--- config.mk ---
export PLATFORM = sky130hd
export DESIGN_NAME = buf_chain_pipe
export DESIGN_NICKNAME = d
export VERILOG_FILES = /design/src/rtl/buf_chain_pipe.sv
export SDC_FILE = /design/constraint.sdc
export NUM_CORES = 1
export LEC_CHECK = 0
export BUFFER_PORTS_ARGS = -buffer_cell sky130_fd_sc_hd__buf_2
export CORE_AREA = 4 4 41 43
export DETAILED_ROUTE_END_ITERATION = 7
export DIE_AREA = 0 0 45 47
export PLACE_DENSITY = 0.52
export SLEW_MARGIN = 15
export SYNTH_ARGS = -nofsm -noshare
export SYNTH_HDL_FRONTEND = slang
export SYNTH_SLANG_ARGS = --single-unit
--- constraint.sdc ---
create_clock -name clk -period 1.5 [get_ports clk]
set_clock_uncertainty 0.15 [all_clocks]
set_input_delay 0 -clock clk [delete_from_list [all_inputs] [get_ports clk]]
set_output_delay 0 -clock clk [all_outputs]
set_load 0.02 [all_outputs]
--- src/rtl/buf_chain_pipe.sv ---
// Elastic chain of DEPTH register stages with per-stage optional inversion.
// Each stage hands its word forward when the next stage can take it; a full chain still moves when the output pops.
module buf_chain_pipe #(
   parameter int               WIDTH    = 1,
   parameter int               DEPTH    = 2,
   parameter logic [DEPTH-1:0] INV_MASK = {DEPTH{1'b1}}
) (
   input  logic                       clk,
   input  logic                       rst_n,
   input  logic                       in_valid,
   input  logic [WIDTH-1:0]           in_data,
   output logic                       in_ready,
   input  logic                       inv_en,
   output logic                       out_valid,
   output logic [WIDTH-1:0]           out_data,
   input  logic                       out_ready,
   output logic [$clog2(DEPTH+1)-1:0] occupancy
);

   localparam int OCC_W = $clog2(DEPTH+1);

   logic [DEPTH-1:0]            valid_q;
   logic [DEPTH-1:0][WIDTH-1:0] data_q;
   logic [OCC_W-1:0]            occ_q;

   logic [DEPTH:0]              ready;
   logic [DEPTH-1:0]            src_valid;
   logic [DEPTH-1:0][WIDTH-1:0] src_data;
   logic [DEPTH-1:0]            load;
   logic [DEPTH-1:0]            drain;
   logic [DEPTH-1:0]            inv;
   logic                        push;
   logic                        pop;

   // Stage k can accept when any stage from k to the end has a hole or the sink pops.
   // Written flat rather than as a ripple so no bit of ready feeds another.
   always_comb begin
      ready = '0;
      for (int k = 0; k <= DEPTH; k++) begin
         ready[k] = out_ready;
         for (int j = k; j < DEPTH; j++) begin
            if (!valid_q[j]) begin
               ready[k] = 1'b1;
            end
         end
      end
   end

   if (DEPTH == 1) begin : g_src_single
      assign src_valid = in_valid;
      assign src_data  = in_data;
   end else begin : g_src_chain
      assign src_valid = {valid_q[DEPTH-2:0], in_valid};
      assign src_data  = {data_q[DEPTH-2:0], in_data};
   end

   assign load  = ready[DEPTH-1:0] & src_valid;
   assign drain = ready[DEPTH:1] & valid_q;
   assign inv   = INV_MASK & {DEPTH{inv_en}};
   assign push  = in_valid & ready[0];
   assign pop   = valid_q[DEPTH-1] & out_ready;

   always_ff @(posedge clk) begin
      if (!rst_n) begin
         valid_q <= '0;
         data_q  <= '0;
      end else begin
         for (int k = 0; k < DEPTH; k++) begin
            if (load[k]) begin
               valid_q[k] <= 1'b1;
               data_q[k]  <= src_data[k] ^ {WIDTH{inv[k]}};
            end else if (drain[k]) begin
               valid_q[k] <= 1'b0;
            end
         end
      end
   end

   // Occupancy tracks accepted-minus-popped words; a simultaneous push and pop leaves it unchanged.
   always_ff @(posedge clk) begin
      if (!rst_n) begin
         occ_q <= '0;
      end else if (push && !pop) begin
         occ_q <= occ_q + OCC_W'(1);
      end else if (pop && !push) begin
         occ_q <= occ_q - OCC_W'(1);
      end
   end

   // in_ready is held high while in reset; the reset branch above blocks any load.
   assign in_ready  = ready[0] | ~rst_n;
   assign out_valid = valid_q[DEPTH-1];
   assign out_data  = data_q[DEPTH-1];
   assign occupancy = occ_q;

endmodule

# --- After elaboration in Yosys (flattened, before gate mapping) ---
# Cells that the tools add are included.
op_classes:
  addsub: 2
  multipliers: 0
  div_mod_pow: 0
  order_cmp: 0
  eq_ne: 0
  n_shift: 0
  muxes: 9
  bitwise: 8
  n_reduce_logical: 7
op_table:
  columns: ["op", "n"]
  rows:
  - ["two-way mux 1 bit", 7]
  - ["nonzero test 2 bit", 3]
  - ["AND 2 bit", 2]
  - ["two-way mux 2 bit", 2]
  - ["adder 2 x 1 -> 2 bit, second input constant", 1]
  - ["AND 1 bit", 2]
  - ["logical AND 1 bit", 2]
  - ["zero test 1 bit", 2]
  - ["subtractor 2 x 1 -> 2 bit, second input constant", 1]
  - ["XOR 1 bit", 2]
  - ["inverter 1 bit", 1]
  - ["bitwise OR 1 bit", 1]
totals:
  register_bits: 6
  latchBits: 0
  ramBits: 0
  mem_bits_ro: 0
  out_inout_bits: 5
  wordCells: 31
  memories: 0

# --- Logic depth before layout (Yosys ltp) ---
# Gate-level depths: netlist of the first run.
logic_depth:
  word_depth: 7
  ltp_mapped: 6
  depth_no_buf: 6

# --- Worst setup path before layout of the first run ---
# OpenSTA, ideal clock, no wires.
synth_timing:
  kind: "register to register"
  startpoint: "register valid_q[1]"
  endpoint: "register occ_q[1] (netlist: occupancy[1])"
  setup_ns: 0.070
  arrival_ns: 1.546
  setup_slack_ns: -0.266
  path_stages_with_launch: 6
  path_cell_list: "dfxtp_1 and2b_1 a21oi_1 ha_1 or3_1 a21oi_1"
synth_between:
  elab_chain_cells: 5
synth_rtl:
  columns: ["element", "line", "text"]
  rows:
  - ["start, declared", "22", "logic [DEPTH-1:0] valid_q;"]
  - ["start signal, assigned", "65", "valid_q <= '0;"]
  - ["start signal, assigned by index", "70", "valid_q[k] <= 1'b1;"]
  - ["start signal, assigned by index", "73", "valid_q[k] <= 1'b0;"]
  - ["two-way mux 1 bit (*)", "42", "if (!valid_q[j]) begin"]
  - ["AND 1 bit (*)", "60", "assign push = in_valid & ready[0];"]
  - ["via push", "32", "logic push;"]
  - ["zero test 1 bit", "85", "end else if (pop && !push) begin"]
  - ["logical AND 1 bit", "85", null]
  - ["nonzero test 2 bit (no source line)", null, null]
  - ["end signal, assigned", "84", "occ_q <= occ_q + OCC_W'(1);"]
  - ["end signal, assigned", "86", "occ_q <= occ_q - OCC_W'(1);"]
  - ["end, declared", "24", "logic [OCC_W-1:0] occ_q;"]
# The timed path passes the listed nets; every way through them passes the cells marked *.
# A chain may end at the register's enable or synchronous reset.

# --- Worst setup path in the final report of the first run ---
# Same ends and word-level chain as after synthesis.

==> impl_results.md, run 1 <==
- Outcome: complete, but fails checks
- Violated checks: negative setup slack
- Total global routing overflow: 0
- Rel. slew slack: 0.8764
- Vias per cell: approximately 4.2
- Worst Path Required: 1.54 ns
- CP Launch Type: register
- FF+latch count, synth: 6
- Port Buffers: 10
- Reg-to-reg setup timing slack: -0.15 ns
- Post-route cell area: 518.0 µm²
- Combinational share of power: 0.250
- CTS root buf: clkbuf_4
- Most frequent cells in the layout: 10 x buf_2, 7 x dlygate4sd3_1, 6 x buf_4
- Die width: about 45 µm
- Max-cap viol count: 0
- Initial Utilization: 0.2067
- HP Class: in -> reg
- Fillers: approximately 150
- Worst-path clk slew: ~0.06 ns
- CTS tree: built
- CTS max path bufs: 2
- Post-layout power: 0.4747 mW
- Routed Antenna Nets: 0
- Distinct cells, synth: 16
- Setup ws final: -0.1490 ns
- Largest net degree at the start of global routing: 7
- Mapped Nets: 37
- Site Rows: 13
- H-tree Lvls: 1
- Peak Freq: 606.4 MHz
- Worst hold path depth: 5
- First-pass GRT wire length: 1276 µm
- Syn. warnings: 0
- Final wirelength: between 700 and 800 µm
- Antenna violations before repair: 0
- Placed standard-cell area: between 300 and 400 µm²
- Final HPWL DP: 449.9 µm
- Sw Ratio: 0.2819
- Share of cells above drive strength 1: 0.4138
- Pwr/cell area: roughly 900 nW/µm²
- Worst slew pin tran: around 0.18 ns
- Hold slack: 0.1486 ns
- Period utilization: 1.099
- Worst R2R Path Depth: 6
- Critical path class: reg -> reg
- Routability cong.: between 0.6 and 0.7
- Leak: 0.2349 nW
- Final-report max-slew violation count: 0
- Final setup viols: 3
- Sequential Power Share: 0.392
- CORE AREA: ~1300 µm²
- Hold_sp: out_ready
- Pint: around 0.34 mW
- Cells after synthesis: 30
- Diodes inserted: 0
- Skew-Pair Late Insertion Delay: around 0.25 ns
- Die Y: ~47 µm
- Commonest non-fill, non-tap cell in the layout: buf_2
- RSZ-0062 raised after global routing: true
- Initial DRC Count: 2
- CP Capture Type: register
- Post-Syn Area per Cell: between 8 and 9 µm²
- DIE AREA: ~2100 µm²
- Crit path max fanout: 2
- Worst Path Arrival: around 1.7 ns
- Vias in the first global route: 300
- Boundary Pins: 11
- DR pass1 iterations: 3
- Clock network power share: 0.357
- DR WL/cell: approximately 10 µm
- Fin. Hold Viols: 0
- Net switching power: 0.1338 mW
- Total number of vias: roughly 300
- Worst Setup SP: valid_q[1]
- Final min period: about 1.6 ns
- Final net count: 66
- Worst R2R Start: valid_q[1]
- Peak VDD IR: ~690 µV
- CTS buffer count: 3
- Total track usage: 0.09012
- Synth-to-Final Area Change: 92.56%
- Clock sinks: 6
- Sequential area share after synthesis: 0.4465
- Cell Area, Synth: roughly 270 µm²
- Residual DRC count: 0
## metal layers
layer | wire (µm) | vias up | GRT usage
met3 | 58 | 0 | 0.06897
met4 | 0 | 0 | 0.01754
met2 | 355 | 9 | 0.1412
met1 | 308 | 138 | 0.09795
met5 | 0 | - | 0
li1 | - | 158 | -
## timing repair
item | 4_1_cts | 5_1_grt
pin swaps | 0 | 2
endpoints found under the hold margin | 6 | 0
hold buffers | 7 | 0
endpoints found under the setup margin | 2 | 3
setup buffers | 1 | 1
gates resized for setup | 2 | 1
## through the flow
| stage | setup WS (ns) | cells | setup TNS [ns] | utilization |
|---|---|---|---|---|
| 4_1_cts | -0.1137 | 72 | -0.1137 | 0.3865 |
| 6_report | -0.1490 | 73 | -0.1601 | 0.3981 |
| 2_1_floorplan | -0.1009 | 30 | -0.1009 | - |
| 3_5_place_dp | -0.1005 | 60 | -0.1134 | 0.2962 |
| 5_1_grt | -0.1814 | 73 | -0.3510 | 0.3981 |
| 3_3_place_gp | -0.08572 | 60 | -0.1070 | 0.2962 |
## cell usage after synthesis, drive strengths merged
| cell | number | area share |
|---|---|---|
| dfxtp | 6 | 0.45 |
| o21ai | 1 | 0.019 |
| xor2 | 2 | 0.065 |
| nand3b | 1 | 0.028 |
| and2b | 1 | 0.028 |
| nand2b | 1 | 0.023 |
| a311oi | 1 | 0.033 |
| nand3 | 1 | 0.019 |
| ha | 1 | 0.047 |
| a211oi | 1 | 0.028 |
| xnor2 | 2 | 0.065 |
| nand2 | 1 | 0.014 |
| inv | 2 | 0.028 |
| or3 | 1 | 0.023 |
| nor2 | 3 | 0.042 |
| a21oi | 5 | 0.093 |
## cells by family after synthesis
| logic type | synth area share |
|---|---|
| AOI/OAI and AO/OA | 0.1721 |
| adders and majority gates | 0.04650 |
| buffers and inverters | 0.02792 |
| and+or+nand+nor | 0.1768 |
| xor gates and xnor gates | 0.1303 |
| DFF | 0.4465 |
## power by group through the flow
stage	Sequential (mW)	Combinational, mW	Clock, mW
floorplan	0.203	0.0385	0
finish	0.186	0.119	0.170
global placement	0.187	0.0911	0
global route	0.188	0.130	0.187
detailed placement	0.188	0.0915	0
CTS	0.185	0.113	0.177
## sequential cells by signal, summed over array words and instances, names as in the netlist
name / flops
occupancy: 2
out_data: 1
data_q: 1
valid_q: 2
## worst max-delay path, stage by stage (launching register included)
cell	delay, ns
dfxtp_4	0.34
and2b_1	0.18
a21oi_2	0.21
ha_4	0.16
xor2_2	0.06
or3_1	0.37
a21oi_1	0.11
## final cells by class
class / instances / area [µm²] / area share
repair buffers: 24 / 176.4 / 0.3406
multi-input cells: 22 / 165.2 / 0.3188
flip-flops and latches: 6 / 123.9 / 0.2391
clock buffers: 4 / 26.28 / 0.05072
well taps: 15 / 18.77 / 0.03623
inverters: 2 / 7.507 / 0.01449
## final timing paths
| path | to |
|---|---|
| setup / recovery | occupancy[1] |
| hold / removal | occupancy[1] |
| setup reg to reg | occupancy[1] |
| hold reg to reg | occupancy[1] |
Power figures use the tool's default switching activity.
==> inputs of run 2 (changes only) <==
--- a/config.mk
+++ b/config.mk
@@ -10,6 +10,7 @@
 export DETAILED_ROUTE_END_ITERATION = 7
 export DIE_AREA = 0 0 45 47
 export PLACE_DENSITY = 0.52
+export SETUP_SLACK_MARGIN = 0.15
 export SLEW_MARGIN = 15
 export SYNTH_ARGS = -nofsm -noshare
 export SYNTH_HDL_FRONTEND = slang
==> impl_results.md, run 2 (synthesized netlist as in run 1, its figures left out) <==
- Leak: between 0.2 and 0.25 nW
- Skew-Pair Late Insertion Delay: between 0.2 and 0.3 ns
- Worst slew pin tran: between 0.15 and 0.2 ns
- Port Buffers: 10
- Period utilization: 1.101
- Antenna violations before repair: 0
- First-pass GRT wire length: roughly 1200 µm
- Rel. slew slack: 0.8764
- Routed Antenna Nets: 0
- CORE AREA: about 1300 µm²
- CP Launch Type: register
- Total track usage: 0.08696
- Final-report max-slew violation count: 0
- Most frequent cells in the layout: 10 x buf_2, 6 x dlygate4sd3_1, 6 x buf_4
- Die Y: between 40 and 50 µm
- Met2 usage: 0.1299
- Final Util: 0.3904
- Grt met1 use: 0.09795
- Worst Path Required: about 1.5 ns
- Critical path class: reg -> reg
- Initial DRC Count: 4
- HP Class: in -> reg
- DR WL/cell: 9.889 µm
- Residual DRC count: 0
- Share of cells above drive strength 1: 0.4211
- Total global routing overflow: 0
- Final setup viols: 2
- Site Rows: 13
- Total number of vias: 299
- CTS max path bufs: 2
- Met3 usage: 0.06897
- Routability cong.: around 0.60
- Peak VDD IR: between 600 and 700 µV
- Die width: roughly 45 µm
- Vias in the first global route: about 290
- Most Crowded Layer GR: met2
- Largest net degree at the start of global routing: 7
- Commonest non-fill, non-tap cell in the layout: buf_2
- Final net count: 65
- CTS root buf: clkbuf_4
- Final min period: between 1.5 and 2 ns
- Worst Path Arrival: between 1.5 and 2 ns
- Final wirelength: slightly above 700 µm
- Pwr/cell area: 934.9 nW/µm²
- DIE AREA: about 2100 µm²
- Initial Utilization: 0.2067
- Boundary Pins: 11
- Setup ws final: -0.1515 ns
- CTS buffer count: 3
- Clock sinks: 6
- RSZ-0062 raised after global routing: true
- Worst-path clk slew: ~0.06 ns
- Peak Freq: slightly above 600 MHz
- Fin. Hold Viols: 0
- Pre-CTS setup slack: -0.1005 ns
- CP Capture Type: register
- Synth-to-Final Area Change: 88.84%
- Outcome: complete, but fails checks
- H-tree Lvls: 1
- Final HPWL DP: ~450 µm
- CTS tree: built
- Vias per cell: 4.153
- DR pass1 iterations: 3
- Crit path max fanout: 2
- Diodes inserted: 0
- Violated checks: negative setup slack
- Max-cap viol count: 0
## run 2: cell types whose count changed in the layout (fill, tap and decap cells not counted), sizes merged
cell         delta
dlygate4sd3     -1
## run 2: per-stage QoR
step / setup TNS [ns] / hold slack (ns) / total power, mW / instance area (µm²) / std cells
finish: -0.1591 / 0.1424 / 0.4749 / 508.0 / 72
global route: -0.2557 / 0.1659 / 0.5026 / 508.0 / 72
CTS: -0.1137 / 0.1418 / 0.4722 / 493.0 / 71
detailed placement: -0.1134 / 0.1378 / 0.2792 / 385.4 / 60
global placement: -0.1070 / 0.1381 / 0.2784 / 385.4 / 60
floorplan: -0.1009 / 0.01926 / 0.2412 / 279.0 / 30
## run 2: worst max-delay path, stage by stage (launching register included)
cell and delay (ns):
dfxtp_4 0.34, and2b_1 0.18, a21oi_2 0.21, ha_4 0.16, xor2_2 0.06, or3_1 0.37
a21oi_1 0.11
## run 2: per-layer routing
metal  wire (µm)  vias to the layer above
met5           0                        -
met4           0                        0
met3          57                        0
met2         336                        9
met1         318                      134
li1            -                      156
## run 2: final timing paths
path / from / to / slack, ns / cells after the start
max: valid_q[1] / occupancy[1] / -0.15 / 6
min: out_ready / occupancy[1] / 0.14 / 5
max reg2reg: valid_q[1] / occupancy[1] / -0.15 / 6
min reg2reg: occupancy[1] / occupancy[1] / 0.35 / 2
## run 2: power by group
| group | total (mW) | switching [mW] | internal [mW] |
|---|---|---|---|
| sequential | 0.186 | 0.0121 | 0.174 |
| combinational | 0.117 | 0.0530 | 0.0635 |
| clock | 0.172 | 0.0706 | 0.102 |
| total | 0.475 | 0.136 | 0.339 |
## run 2: timing repair
| action | CTS | global route |
|---|---|---|
| setup buffers | 1 | 1 |
| gates resized for setup | 2 | 1 |
| endpoints found under the hold margin | 6 | 0 |
| hold buffers | 6 | 0 |
| setup endpoints to repair | 2 | 3 |
| pin swaps | 0 | 1 |
## run 2: final cells by class
cell class                      instances  area [µm²]
Inverter                                2       7.507
Clock buffer                            4       26.28
Timing Repair Buffer                   23       166.4
Multi-Input combinational cell         22       165.2
Sequential cell                         6       123.9
Fill cell                             145       793.3
Tap cell                               15       18.77
==> inputs of run 3 (changes only) <==
--- a/config.mk
+++ b/config.mk
@@ -6,10 +6,13 @@
 export NUM_CORES = 1
 export LEC_CHECK = 0
 export BUFFER_PORTS_ARGS = -buffer_cell sky130_fd_sc_hd__buf_2
+export CELL_PAD_IN_SITES_DETAIL_PLACEMENT = 0
+export CELL_PAD_IN_SITES_GLOBAL_PLACEMENT = 1
 export CORE_AREA = 4 4 41 43
 export DETAILED_ROUTE_END_ITERATION = 7
 export DIE_AREA = 0 0 45 47
-export PLACE_DENSITY = 0.52
+export GPL_TIMING_DRIVEN = 0
+export PLACE_DENSITY_LB_ADDON = 0.1
 export SETUP_SLACK_MARGIN = 0.15
 export SLEW_MARGIN = 15
 export SYNTH_ARGS = -nofsm -noshare
==> impl_results.md, run 3 (synthesized netlist as in run 1, its figures left out) <==
- Outcome: complete, but fails checks
- Violated checks: negative setup slack
- Total track usage: 0.08142
- Commonest non-fill, non-tap cell in the layout: buf_2
- Clock sinks: 6
- Routability cong.: roughly 0.7
- DIE AREA: approximately 2100 µm²
- Die Y: 47 µm
- Port Buffers: 10
- Synth-to-Final Area Change: 86.51%
- Final min period: 1.651 ns
- Leak: roughly 0.22 nW
- Final net count: between 60 and 70
- Layout Cells excl Fill: 70
- Fin. Hold Viols: 0
- First-pass GRT wire length: ~1100 µm
- CORE AREA: 1301 µm²
- Site Rows: 13
- Post-route cell area: 501.7 µm²
- CTS max path bufs: 2
- Hold_sp: out_ready
- Vias per cell: between 4 and 5
- Period utilization: 1.101
- Total global routing overflow: 0
- Peak Freq: 605.8 MHz
- Worst R2R Path Depth: 6
- HP Class: in -> reg
- Worst Setup SP: valid_q[1]
- Boundary Pins: 11
- Worst R2R Start: valid_q[1]
- Placed standard-cell area: 347.8 µm²
- H-tree Lvls: 1
- Worst hold path depth: 5
- Vias in the first global route: 261
- Share of cells above drive strength 1: 0.4364
- RSZ-0062 raised after global routing: true
- Die width: between 40 and 50 µm
- Rel. slew slack: 0.8283
- Worst Path Arrival: between 1.5 and 2 ns
- Setup ws final: -0.1508 ns
- Critical path class: reg -> reg
- Worst slew pin tran: 0.2572 ns
- # placed instances: 55
- Diodes inserted: 0
- Pwr/cell area: about 930 nW/µm²
- Critical path destination: occupancy[1]
- Final wirelength: 745 µm
- Final-report max-slew violation count: 0
- Crit path max fanout: 2
- CTS root buf: clkbuf_4
- Max-cap viol count: 0
- Total number of vias: approximately 310
- Final HPWL DP: 489.4 µm
- CP Capture Type: register
- Worst Path Required: approximately 1.5 ns
- Worst r2r dst: occupancy[1]
- Initial Utilization: 0.2067
- Sequential Area: approximately 120 µm²
- Final setup viols: 2
- Largest net degree at the start of global routing: 7
- Skew-Pair Late Insertion Delay: between 0.2 and 0.3 ns
- DR WL/cell: 10.64 µm
- DR pass1 iterations: 4
- Multi-input logic area: approximately 170 µm²
- Antenna violations before repair: 0
- CTS tree: built
- Most frequent cells in the layout: 9 x buf_2, 5 x dfxtp_1, 5 x dlygate4sd3_1, 5 x buf_4
- Worst-path clk slew: 0.05 ns
- CP Launch Type: register
- Routed Antenna Nets: 0
- Peak VDD IR: 258.9 µV
- CTS buffer count: 3
- Initial DRC Count: 4
- Residual DRC count: 0
- Reg-to-reg setup timing slack: -0.15 ns
- Fillers: 149
[run 3: per-layer routing]
metal / vias up / wire (µm) / global-route usage
met4: 0 / 8 / 0.07018
li1: 155 / - / -
met2: 7 / 378 / 0.1045
met5: - / 0 / 0
met3: 2 / 45 / 0.06130
met1: 142 / 312 / 0.08656
[run 3: layout make-up]
type / instances / area share
clock buffer: 4 / 0.05237
timing repair buffer: 21 / 0.3092
inverter: 2 / 0.01496
multi-input combinational: 22 / 0.3392
sequential: 6 / 0.2469
tap: 15 / 0.03741
[run 3: how the worst min path moves through the flow]
stage / to
floorplan: valid_q[0]
global placement: valid_q[0]
detailed placement: valid_q[0]
CTS: occupancy[1]
global route: occupancy[1]
finish: occupancy[1]
[run 3: repair_timing]
action,4_1_cts,5_1_grt
cloned,0,0
endpoints found under the setup margin,2,3
gates resized for setup,4,3
hold buffers,5,0
setup buffers,4,2
pin swaps,2,2
endpoints found under the hold margin,6,0
[run 3: where the power goes]
group	switching [mW]	internal, mW
registers	0.0128	0.174
clock network	0.0644	0.101
logic	0.0532	0.0598
[run 3: critical path, stage by stage (launching register included)]
cell and delay (ns):
dfxtp_4 0.34, and2b_2 0.21, a21oi_4 0.16, ha_4 0.15
xor2_1 0.06, or3_1 0.39, a21oi_2 0.12
[run 3: through the flow]
step           hold slack (ns)  setup slack [ns]  total power, mW    util  TNS, ns
3_5_place_dp            0.1430           -0.1778           0.2701  0.2673  -0.1778
6_report                0.1693           -0.1508           0.4655  0.3856  -0.1549
4_1_cts                 0.1667           -0.1626           0.4681  0.3663  -0.1864
5_1_grt                 0.1825           -0.1892           0.4973  0.3856  -0.2534
2_1_floorplan          0.01926           -0.1009           0.2412       -  -0.1009
3_3_place_gp            0.1446           -0.1462           0.2666  0.2673  -0.1462
